===== src/rtl/rc4_stream_core.sv =====
// rc4_stream_core: RC4 engine; fills an external 256x8 S-box, runs KSA, then XORs the din stream with keystream (RC4_DROP_EN adds RC4-drop[DROP_N]).
// Latency: start to first din_ready is 1029 cycles (+4*DROP_N with drop); 5 cycles per byte when both sides are free-flowing.
// Backpressure: din_ready only while the output register is empty or being drained; dout holds while dout_ready is low.
module rc4_stream_core #(
  parameter int KEY_BYTES = 16,
  parameter int LEN_W     = 16,
  parameter int DROP_N    = 768
) (
  input  logic                   clk,
  input  logic                   rstn,
  input  logic                   start,
  input  logic [8*KEY_BYTES-1:0] key_in,
  input  logic [5:0]             key_len,
  input  logic [LEN_W-1:0]       msg_len,
  input  logic                   din_valid,
  output logic                   din_ready,
  input  logic [7:0]             din,
  output logic                   dout_valid,
  input  logic                   dout_ready,
  output logic [7:0]             dout,
  output logic                   busy,
  output logic                   done,
  output logic                   sbox_rd,
  output logic                   sbox_wr,
  output logic [7:0]             sbox_raddr,
  output logic [7:0]             sbox_waddr,
  output logic [7:0]             sbox_din,
  input  logic [7:0]             sbox_dout
);

  typedef enum logic [3:0] {
    S_IDLE, S_INIT, S_K1, S_K2, S_K3, S_G1, S_G2, S_G3, S_G4, S_XFER, S_DRAIN
  } state_t;

  localparam logic [5:0] KB6 = 6'(KEY_BYTES);

  state_t           st;
  logic [7:0]       i, j, si, sj, ks;
  logic [5:0]       klen, kidx;
  logic [LEN_W-1:0] mlen, cnt;
  logic [7:0]       key_byte, j_next, i_inc;
  logic [LEN_W-1:0] cnt_inc;
  logic             in_fire;
  logic             dropping;

`ifdef RC4_DROP_EN
  localparam int DW = (DROP_N > 0) ? $clog2(DROP_N + 1) : 1;
  logic [DW-1:0] drop_cnt;
  assign dropping = (drop_cnt != '0);
`else
  logic unused_drop_n;
  assign unused_drop_n = (DROP_N != 0);
  assign dropping      = 1'b0;
`endif

  assign key_byte  = 8'(key_in >> {kidx, 3'b000});
  assign j_next    = j + sbox_dout + ((st == S_K1) ? key_byte : 8'd0);
  assign i_inc     = i + 8'd1;
  assign cnt_inc   = cnt + LEN_W'(1);
  assign din_ready = (st == S_XFER) && (!dout_valid || dout_ready);
  assign in_fire   = din_valid && din_ready;

  // S-box strobes are registered: each state sets up the accesses of the state it moves to.
  always_ff @(posedge clk or negedge rstn) begin
    if (!rstn) begin
      st         <= S_IDLE;
      i          <= 8'd0;
      j          <= 8'd0;
      si         <= 8'd0;
      sj         <= 8'd0;
      ks         <= 8'd0;
      klen       <= 6'd0;
      kidx       <= 6'd0;
      mlen       <= '0;
      cnt        <= '0;
      dout       <= 8'd0;
      dout_valid <= 1'b0;
      busy       <= 1'b0;
      done       <= 1'b0;
      sbox_rd    <= 1'b0;
      sbox_wr    <= 1'b0;
      sbox_raddr <= 8'd0;
      sbox_waddr <= 8'd0;
      sbox_din   <= 8'd0;
`ifdef RC4_DROP_EN
      drop_cnt   <= '0;
`endif
    end else begin
      done       <= 1'b0;
      sbox_rd    <= 1'b0;
      sbox_wr    <= 1'b0;
      sbox_raddr <= 8'd0;
      sbox_waddr <= 8'd0;
      sbox_din   <= 8'd0;
      if (dout_valid && dout_ready) dout_valid <= 1'b0;

      unique case (st)
        S_IDLE: begin
          if (start) begin
            klen    <= (key_len == 6'd0 || key_len > KB6) ? KB6 : key_len;
            mlen    <= msg_len;
            i       <= 8'd0;
            j       <= 8'd0;
            kidx    <= 6'd0;
            cnt     <= '0;
            busy    <= 1'b1;
            sbox_wr <= 1'b1;
            st      <= S_INIT;
          end
        end
        S_INIT: begin
          if (i == 8'hFF) begin
            i       <= 8'd0;
            sbox_rd <= 1'b1;
            st      <= S_K1;
          end else begin
            i          <= i_inc;
            sbox_wr    <= 1'b1;
            sbox_waddr <= i_inc;
            sbox_din   <= i_inc;
          end
        end
        S_K1: begin
          si         <= sbox_dout;
          j          <= j_next;
          kidx       <= (kidx == klen - 6'd1) ? 6'd0 : kidx + 6'd1;
          sbox_rd    <= 1'b1;
          sbox_raddr <= j_next;
          sbox_wr    <= 1'b1;
          sbox_waddr <= j_next;
          sbox_din   <= sbox_dout;
          st         <= S_K2;
        end
        S_K2: begin
          sj         <= sbox_dout;
          sbox_wr    <= 1'b1;
          sbox_waddr <= i;
          sbox_din   <= sbox_dout;
          st         <= S_K3;
        end
        S_K3: begin
          sbox_rd <= 1'b1;
          if (i == 8'hFF) begin
            // PRGA starts from i=j=0; its first step increments i, folded in here.
            i          <= 8'd1;
            j          <= 8'd0;
            sbox_raddr <= 8'd1;
            st         <= S_G1;
`ifdef RC4_DROP_EN
            drop_cnt   <= DW'(DROP_N);
`endif
          end else begin
            i          <= i_inc;
            sbox_raddr <= i_inc;
            st         <= S_K1;
          end
        end
        S_G1: begin
          si         <= sbox_dout;
          j          <= j_next;
          sbox_rd    <= 1'b1;
          sbox_raddr <= j_next;
          sbox_wr    <= 1'b1;
          sbox_waddr <= j_next;
          sbox_din   <= sbox_dout;
          st         <= S_G2;
        end
        S_G2: begin
          sj         <= sbox_dout;
          sbox_wr    <= 1'b1;
          sbox_waddr <= i;
          sbox_din   <= sbox_dout;
          st         <= S_G3;
        end
        S_G3: begin
          sbox_rd    <= 1'b1;
          sbox_raddr <= si + sj;
          st         <= S_G4;
        end
        S_G4: begin
          ks <= sbox_dout;
          if (dropping) begin
`ifdef RC4_DROP_EN
            drop_cnt   <= drop_cnt - DW'(1);
`endif
            i          <= i_inc;
            sbox_rd    <= 1'b1;
            sbox_raddr <= i_inc;
            st         <= S_G1;
          end else if (cnt == mlen) begin
            // only reachable with a zero-length message
            done <= 1'b1;
            busy <= 1'b0;
            st   <= S_IDLE;
          end else begin
            st <= S_XFER;
          end
        end
        S_XFER: begin
          if (in_fire) begin
            dout       <= din ^ ks;
            dout_valid <= 1'b1;
            cnt        <= cnt_inc;
            if (cnt_inc == mlen) begin
              st <= S_DRAIN;
            end else begin
              i          <= i_inc;
              sbox_rd    <= 1'b1;
              sbox_raddr <= i_inc;
              st         <= S_G1;
            end
          end
        end
        S_DRAIN: begin
          if (!dout_valid || dout_ready) begin
            done <= 1'b1;
            busy <= 1'b0;
            st   <= S_IDLE;
          end
        end
        default: st <= S_IDLE;
      endcase
    end
  end

endmodule


===== config.mk =====
export PLATFORM = sky130hd
export DESIGN_NAME = rc4_stream_core
export DESIGN_NICKNAME = d
export VERILOG_FILES = /design/src/rtl/rc4_stream_core.sv
export SDC_FILE = /design/constraint.sdc
export NUM_CORES = 1
export LEC_CHECK = 0
export ABC_AREA = 1
export BUFFER_PORTS_ARGS = -buffer_cell sky130_fd_sc_hd__buf_2
export CAP_MARGIN = 20
export CORE_UTILIZATION = 30
export CTS_BUF_LIST = sky130_fd_sc_hd__clkbuf_4 sky130_fd_sc_hd__clkbuf_8
export DETAILED_ROUTE_END_ITERATION = 8
export GPL_TIMING_DRIVEN = 0
export PLACE_DENSITY_LB_ADDON = 0.1
export REMOVE_ABC_BUFFERS = 1
export SLEW_MARGIN = 30
export SYNTH_ARGS = -nofsm -noshare
export SYNTH_HDL_FRONTEND = slang
export SYNTH_SLANG_ARGS = --single-unit

===== constraint.sdc =====
create_clock -name clk -period 3.4 [get_ports clk]
set_input_delay 0.17 -clock clk [delete_from_list [all_inputs] [get_ports clk]]
set_output_delay 0.17 -clock clk [all_outputs]
set_load 0.05 [all_outputs]

**Word level (Yosys, flattened, before mapping)**

Cells that the tools add are included.

- Register bits after elaboration: 125
- Bits of input ports: 171
- Output and inout port bits: 38
- Logic and storage cells: 121

- $add $sub $neg: 7
- $lt $le $gt $ge: 1
- Eq/ne operators: 21
- Shifts and indexed selects: 1
- Muxes and demuxes: 46
- Bitwise operators: 1
- Reductions and logical operators: 25

Operator list:

| cell | number |
|---|---|
| $shr A128 B9 Y8 | 1 |
| $mux W8 | 9 |
| $pmux W8 S4 | 2 |
| $pmux W8 S3 | 2 |
| $pmux W4 S11 | 1 |
| $eq A16 B16 Y1 | 2 |
| $mux W16 | 2 |
| $pmux W16 S2 | 1 |
| $add A8 B8 Y8 | 3 |
| $mux W4 | 6 |
| $mux W6 | 3 |
| $add A16 B1 Y16 const B | 1 |
| $eq A4 B3 Y1 const B | 4 |
| $pmux W8 S2 | 1 |
| $ne A2 B2 Y1 const B | 7 |
| $mux W1 | 13 |
| $eq A4 B4 Y1 const B | 3 |
| $pmux W6 S2 | 1 |
| $reduce_and A4 Y1 | 3 |
| $pmux W1 S3 | 3 |
| $add A8 B1 Y8 const B | 1 |
| $eq A4 B2 Y1 const B | 2 |
| $eq A8 B8 Y1 const B | 1 |
| $reduce_or A4 Y1 | 2 |
| other kinds (19) | 28 |

**Depth between registers and ports, before layout**

- Depth after elaboration: 6
- Depth in mapped cells: 24
- Mapped depth without buffers: 24

**Worst setup path after synthesis**

No wires, ideal clock.

- Path kind: register to register
- From: reg st[0]
- To: reg sbox_raddr[7]
- Setup time: 0.124 ns
- Arrival: 3.385 ns
- Required time: 3.276 ns
- Path slack: -0.109 ns
- Stages on the path, launching flop included: 23
- Buffers on the path: 0
- Clock period less this slack: 3.509 ns
- Path through: dfrtp_1 nor2_1 inv_1 nor2_1 inv_1 nor3_1 inv_1 or3_1 fa_1 inv_1 ha_1 inv_1 fa_1 inv_1 nand4_1 nand2_1 nand3_1 nand2_1 inv_1 a21oi_1 nor2_1 nor2_1 nand3_1

- Longest elaborated chain between the ends: 5
- Elaborated cells between the ends (all ways): 12
- Classes of those cells: add/sub: 1; eq/ne: 5; mux: 3; reduce/logical: 3

Ends and longest elaborated chain:

| item | line | source |
|---|---|---|
| from (decl) | 37 | `state_t st;` |
| from (signal assigned) | 66 | `st <= S_IDLE;` |
| from (signal assigned) | 108 | `st <= S_INIT;` |
| from (signal assigned) | 115 | `st <= S_K1;` |
| branches (longest 4 deep; another with $add A8 B8 Y8) | - |  |
| $pmux W8 S4 * | 97 | `unique case (st)` |
| to (signal assigned) | 128 | `sbox_raddr <= j_next;` |
| to (signal assigned) | 188 | `sbox_raddr <= i_inc;` |
| to (signal assigned) | 209 | `sbox_raddr <= i_inc;` |
| to (decl) | 25 | `output logic [7:0] sbox_raddr,` |

Every way passes the cells marked *.
A chain may end at the register's enable or synchronous reset.

**Worst setup path after layout**

- From: reg kidx[0]
- To: reg sbox_raddr[7]

- Longest elaborated chain between the ends: 4

Ends and longest elaborated chain:

| item | line | source |
|---|---|---|
| from (decl) | 39 | `logic [5:0] klen, kidx;` |
| from (signal assigned) | 126 | `kidx <= (kidx == klen - 6'd1) ? 6'd0 : kidx + 6'd1;` |
| $shr A128 B9 Y8 | 56 | `assign key_byte = 8'(key_in >> {kidx, 3'b000});` |
| $mux W8 | 57 | `assign j_next = j + sbox_dout + ((st == S_K1) ? key_byte : 8'd0);` |
| $add A8 B8 Y8 | 57 |  |
| $pmux W8 S4 | 97 |  |
| to (signal assigned) | 128 |  |
| to (signal assigned) | 154 | `sbox_raddr <= i_inc;` |
| to (signal assigned) | 162 | `sbox_raddr <= j_next;` |

Every way passes these cells.

==> flow_summary.toml <==
[clocking]
cts_tree = "yes"
cts_root_buffer = "clkbuf_8"
clk_pin_slew_ns = 0.09
cts.path.max_buffers = 2
cts.sinks = 125
numCtsBuffers = 17
htree_levels = 4
clk_latency_ns = 0.46

[timing]
max_clock_freq_ghz = 0.280
relSlewSlack_pct = 35.4
period_share_pct = 105
worst_slew_pin_slew_ns = 0.968
maxSlewViolCount = 0
timing.final.crit_period_ns = 3.57
setup_viol = 9
layout_setup_ws_ns = -0.173
finalHoldViolCount = 0
skew_ns = 0.0122
rsz0062_at_grt = "yes"

[global_routing]
grt.overflow.total = 0
grt_first_pass_wirelength_um = 46800
grt_max_degree = 83
use_met1_pct = 27.6
antenna_found_initial = 1
grt_pass1_vias = 8517
use_met2_pct = 37.1
grtUsageMet3_pct = 3.83
busiest_layer = "met2"
track_usage_pct = 21.8

[min_path]
hold_class = "in2reg"
hold_path_depth = 3
hold_end = "dout[6]$_DFFE_PN0P_"
min_from = "din[6]"

[finish]
register_area_mm2 = 0.00314
layout.nets = 1580
final_area_mm2 = 0.0110
n_fill_cell = 2794
layout_commonest_cell = "nand2_1"
syn2layout_area_growth_pct = 34.9
mostFrequentLayoutCells = "251 x nand2_1, 207 x buf_2, 127 x o21ai_0, 122 x dfrtp_1, 116 x nor2_1"
multiInputGateArea_mm2 = 0.00463
drive_gt1_share_pct = 27.9

[pwr]
power_frac_comb_pct = 12.7
p_sw_mw = 0.907
p_clk_share_pct = 42.2
pwr-share-seq_pct = 45.1
peakVddDrop_mv = 0.230
p_int_mw = 2.47
power.density_mw_per_mm2 = 307
total_leakage_power_nw = 5.51
switching_share_pct = 26.8

[placement]
placed_area_mm2 = 0.00953
dp_slack_ns = -1.41
dp_hpwl_um = 21200
numPortBuffers = 208
gp_congestion = 0.847

[setup_path]
end_kind = "register"
startpoint = "kidx[0]$_DFFE_PN0P_"
cp_top_family = "adder cells"
worstSetupPathType = "reg2reg"
start_kind = "register"
crit_path_top_delay_cell = "dfrtp_4"
r2r_start = "kidx[0]$_DFFE_PN0P_"
r2r_slack_ns = -0.17
cp_num_buf_inv = 6
max_stage_delay_ns = 0.60
crit_path_cell_trace = "buf_6 -> buf_4 -> buf_8 -> o21ai_0 -> o221ai_1 -> nand3_1 -> a21oi_2 -> fa_1 -> inv_1 -> fa_2 -> inv_2 -> nand4_1 -> nand2_1 -> nand3_1 -> nand2_1 -> inv_2 -> a21oi_4 -> nor2_4 -> nor2_1 -> nand3_1"
crit_path_frequent_cell = "nand3_1"
critPathMaxFanout = 15
arrival_ns = 3.90
r2r-end = "sbox_raddr[7]$_DFF_PN0_"
ff2ff_path_depth = 20
worstPathRequired_ns = 3.73

[detailed_routing]
wire_per_inst_um = 17.2
vias_per_cell = 4.96
vias = 8591
first_pass_iters = 5
finalWirelength_um = 29800
drc = 0
drtAntennaViolNets = 0
first_iter_violations = 541

[logic_synthesis]
yosys_most_used_dff = "dfrtp_1"
syn_area_mm2 = 0.00815
yosysTopAreaCell = "dfrtp_1"
ys_seq_elements = 125
syn_area_per_cell_um2 = 7.32
yosysWarningCount = 0
synth_top_area_share_pct = 38.4
yosys-top-cells-area = "dfrtp_1 38%, nand2_1 12%, o21ai_0 8.7%"
synth-edff-count = 0
async_flop_share_pct = 100
netlist_instances = 1114
ys_types = 43
ys_seq_area_share_pct = 38.4

[die]
start_util_pct = 30.9
pin_count = 209
chipHeight_um = 167
fp.dieW_um = 167
rows = 59
die-area_mm2 = 0.0278
coreArea_mm2 = 0.0264

[status]
outcome = "finished, violations left"
violations = "setup timing"

[flow_run]
maxCapViolations = 0
## power groups by stage
stage               logic (mW)  clock network [mW]  registers (mW)
finish                   0.429                1.43            1.52
global placement         0.349                   0            1.55
detailed placement       0.355                   0            1.55
CTS                      0.398                1.47            1.52
floorplan                0.156                   0            1.56
global route             0.481                1.54            1.53
## cell usage after synthesis, types with 2 or more instances
master	number
o21bai_1	3
nor3_1	9
nor2_1	122
xnor2_1	17
xor2_1	24
inv_2	7
inv_1	121
clkinv_1	3
o22ai_1	15
o21ai_0	141
clkbuf_1	34
o211ai_1	8
o221ai_1	28
nand3_1	77
nor4_1	2
a21oi_1	34
or2_2	3
nand4_1	6
nand2_2	13
and2_1	4
a31oi_1	6
ha_1	17
nor2_4	9
nand2_1	254
dfrtp_1	125
nand3b_1	5
fa_1	9
nand3_2	2
buf_2	2
## cell type report
type / count / area share, %
Multi-Input combinational cell: 820 / 42.1
Sequential cell: 125 / 28.6
Timing Repair Buffer: 284 / 16.6
Inverter: 131 / 4.72
Tap cell: 335 / 3.81
Clock buffer: 19 / 2.38
Clock inverter: 13 / 1.48
Timing Repair inverter: 4 / 0.319
Antenna cell: 1 / 0.0228
## worst max path at each step
stage                                         end  slack (ns)  cells after the start
after CTS                 sbox_waddr[7]$_DFF_PN0_       -0.23                     24
after detailed placement  sbox_raddr[5]$_DFF_PN0_       -1.41                     16
after floorplan           sbox_raddr[7]$_DFF_PN0_       -1.32                     20
after global placement    sbox_raddr[4]$_DFF_PN0_       -3.51                     13
final                     sbox_raddr[7]$_DFF_PN0_       -0.17                     20
after global routing      sbox_raddr[7]$_DFF_PN0_       -0.38                     20
## worst reg2reg max path: stages (launching register included)
cell and delay, ns:
dfrtp_4 0.60, buf_6 0.18, buf_4 0.13, buf_8 0.14, o21ai_0 0.17, o221ai_1 0.14, nand3_1 0.16, a21oi_2 0.09
fa_1 0.51, inv_1 0.07, fa_2 0.40, inv_2 0.08, nand4_1 0.10, nand2_1 0.09, nand3_1 0.07, nand2_1 0.08
inv_2 0.05, a21oi_4 0.14, nor2_4 0.07, nor2_1 0.10, nand3_1 0.09
## state kept, by name, indices dropped and copies added (netlist names), 4 cells and up
register	flops
cnt	16
mlen	16
dout	8
i	8
j	8
ks	8
sbox_din	8
sbox_raddr	8
sbox_waddr	8
si	8
sj	8
kidx	6
klen	6
st	4
## cells by family (layout without fill, tap and decap cells)
family	count (synthesis)	count (layout)	share of synthesized area, %
and+or+nand+nor	511	511	27.3
adders and majority gates	26	26	4.82
buffers and inverters	169	451	7.91
xor gates and xnor gates	41	41	4.41
other	0	1	0
AOI/OAI and AO/OA	242	242	17.1
DFF	125	125	38.4
## stage by stage
| stage | total power [mW] | utilization, % | hold slack, ns | cells | setup TNS, ns |
|---|---|---|---|---|---|
| 2_1_floorplan | 1.72 | - | -0.126 | 1076 | -20.67 |
| 3_3_place_gp | 1.90 | 35.9 | 0.368 | 1619 | -83.01 |
| 3_5_place_dp | 1.91 | 36.1 | 0.0963 | 1621 | -21.98 |
| 4_1_cts | 3.39 | 40.9 | 0.00674 | 1716 | -1.16 |
| 5_1_grt | 3.55 | 41.7 | 0.0177 | 1732 | -3.20 |
| 6_report | 3.38 | 41.7 | 0.0202 | 1732 | -1.04 |
## routing by layer
metal,routed length [um],up-vias,part of all wire (%)
li1,-,4218,-
met1,13200,4034,44
met2,14200,288,48
met3,1600,51,5.4
met4,830,0,2.8
met5,0,-,0
## timing repair
action / 4_1_cts / 5_1_grt
buffers inserted: 28 / 15
endpoints found under the hold margin: 71 / 0
hold buffers: 29 / 0
pin swaps: 23 / 29
cloned: 6 / 1
endpoints found under the setup margin: 24 / 18
gates resized for setup: 60 / 32
Power figures use the tool's default switching activity.
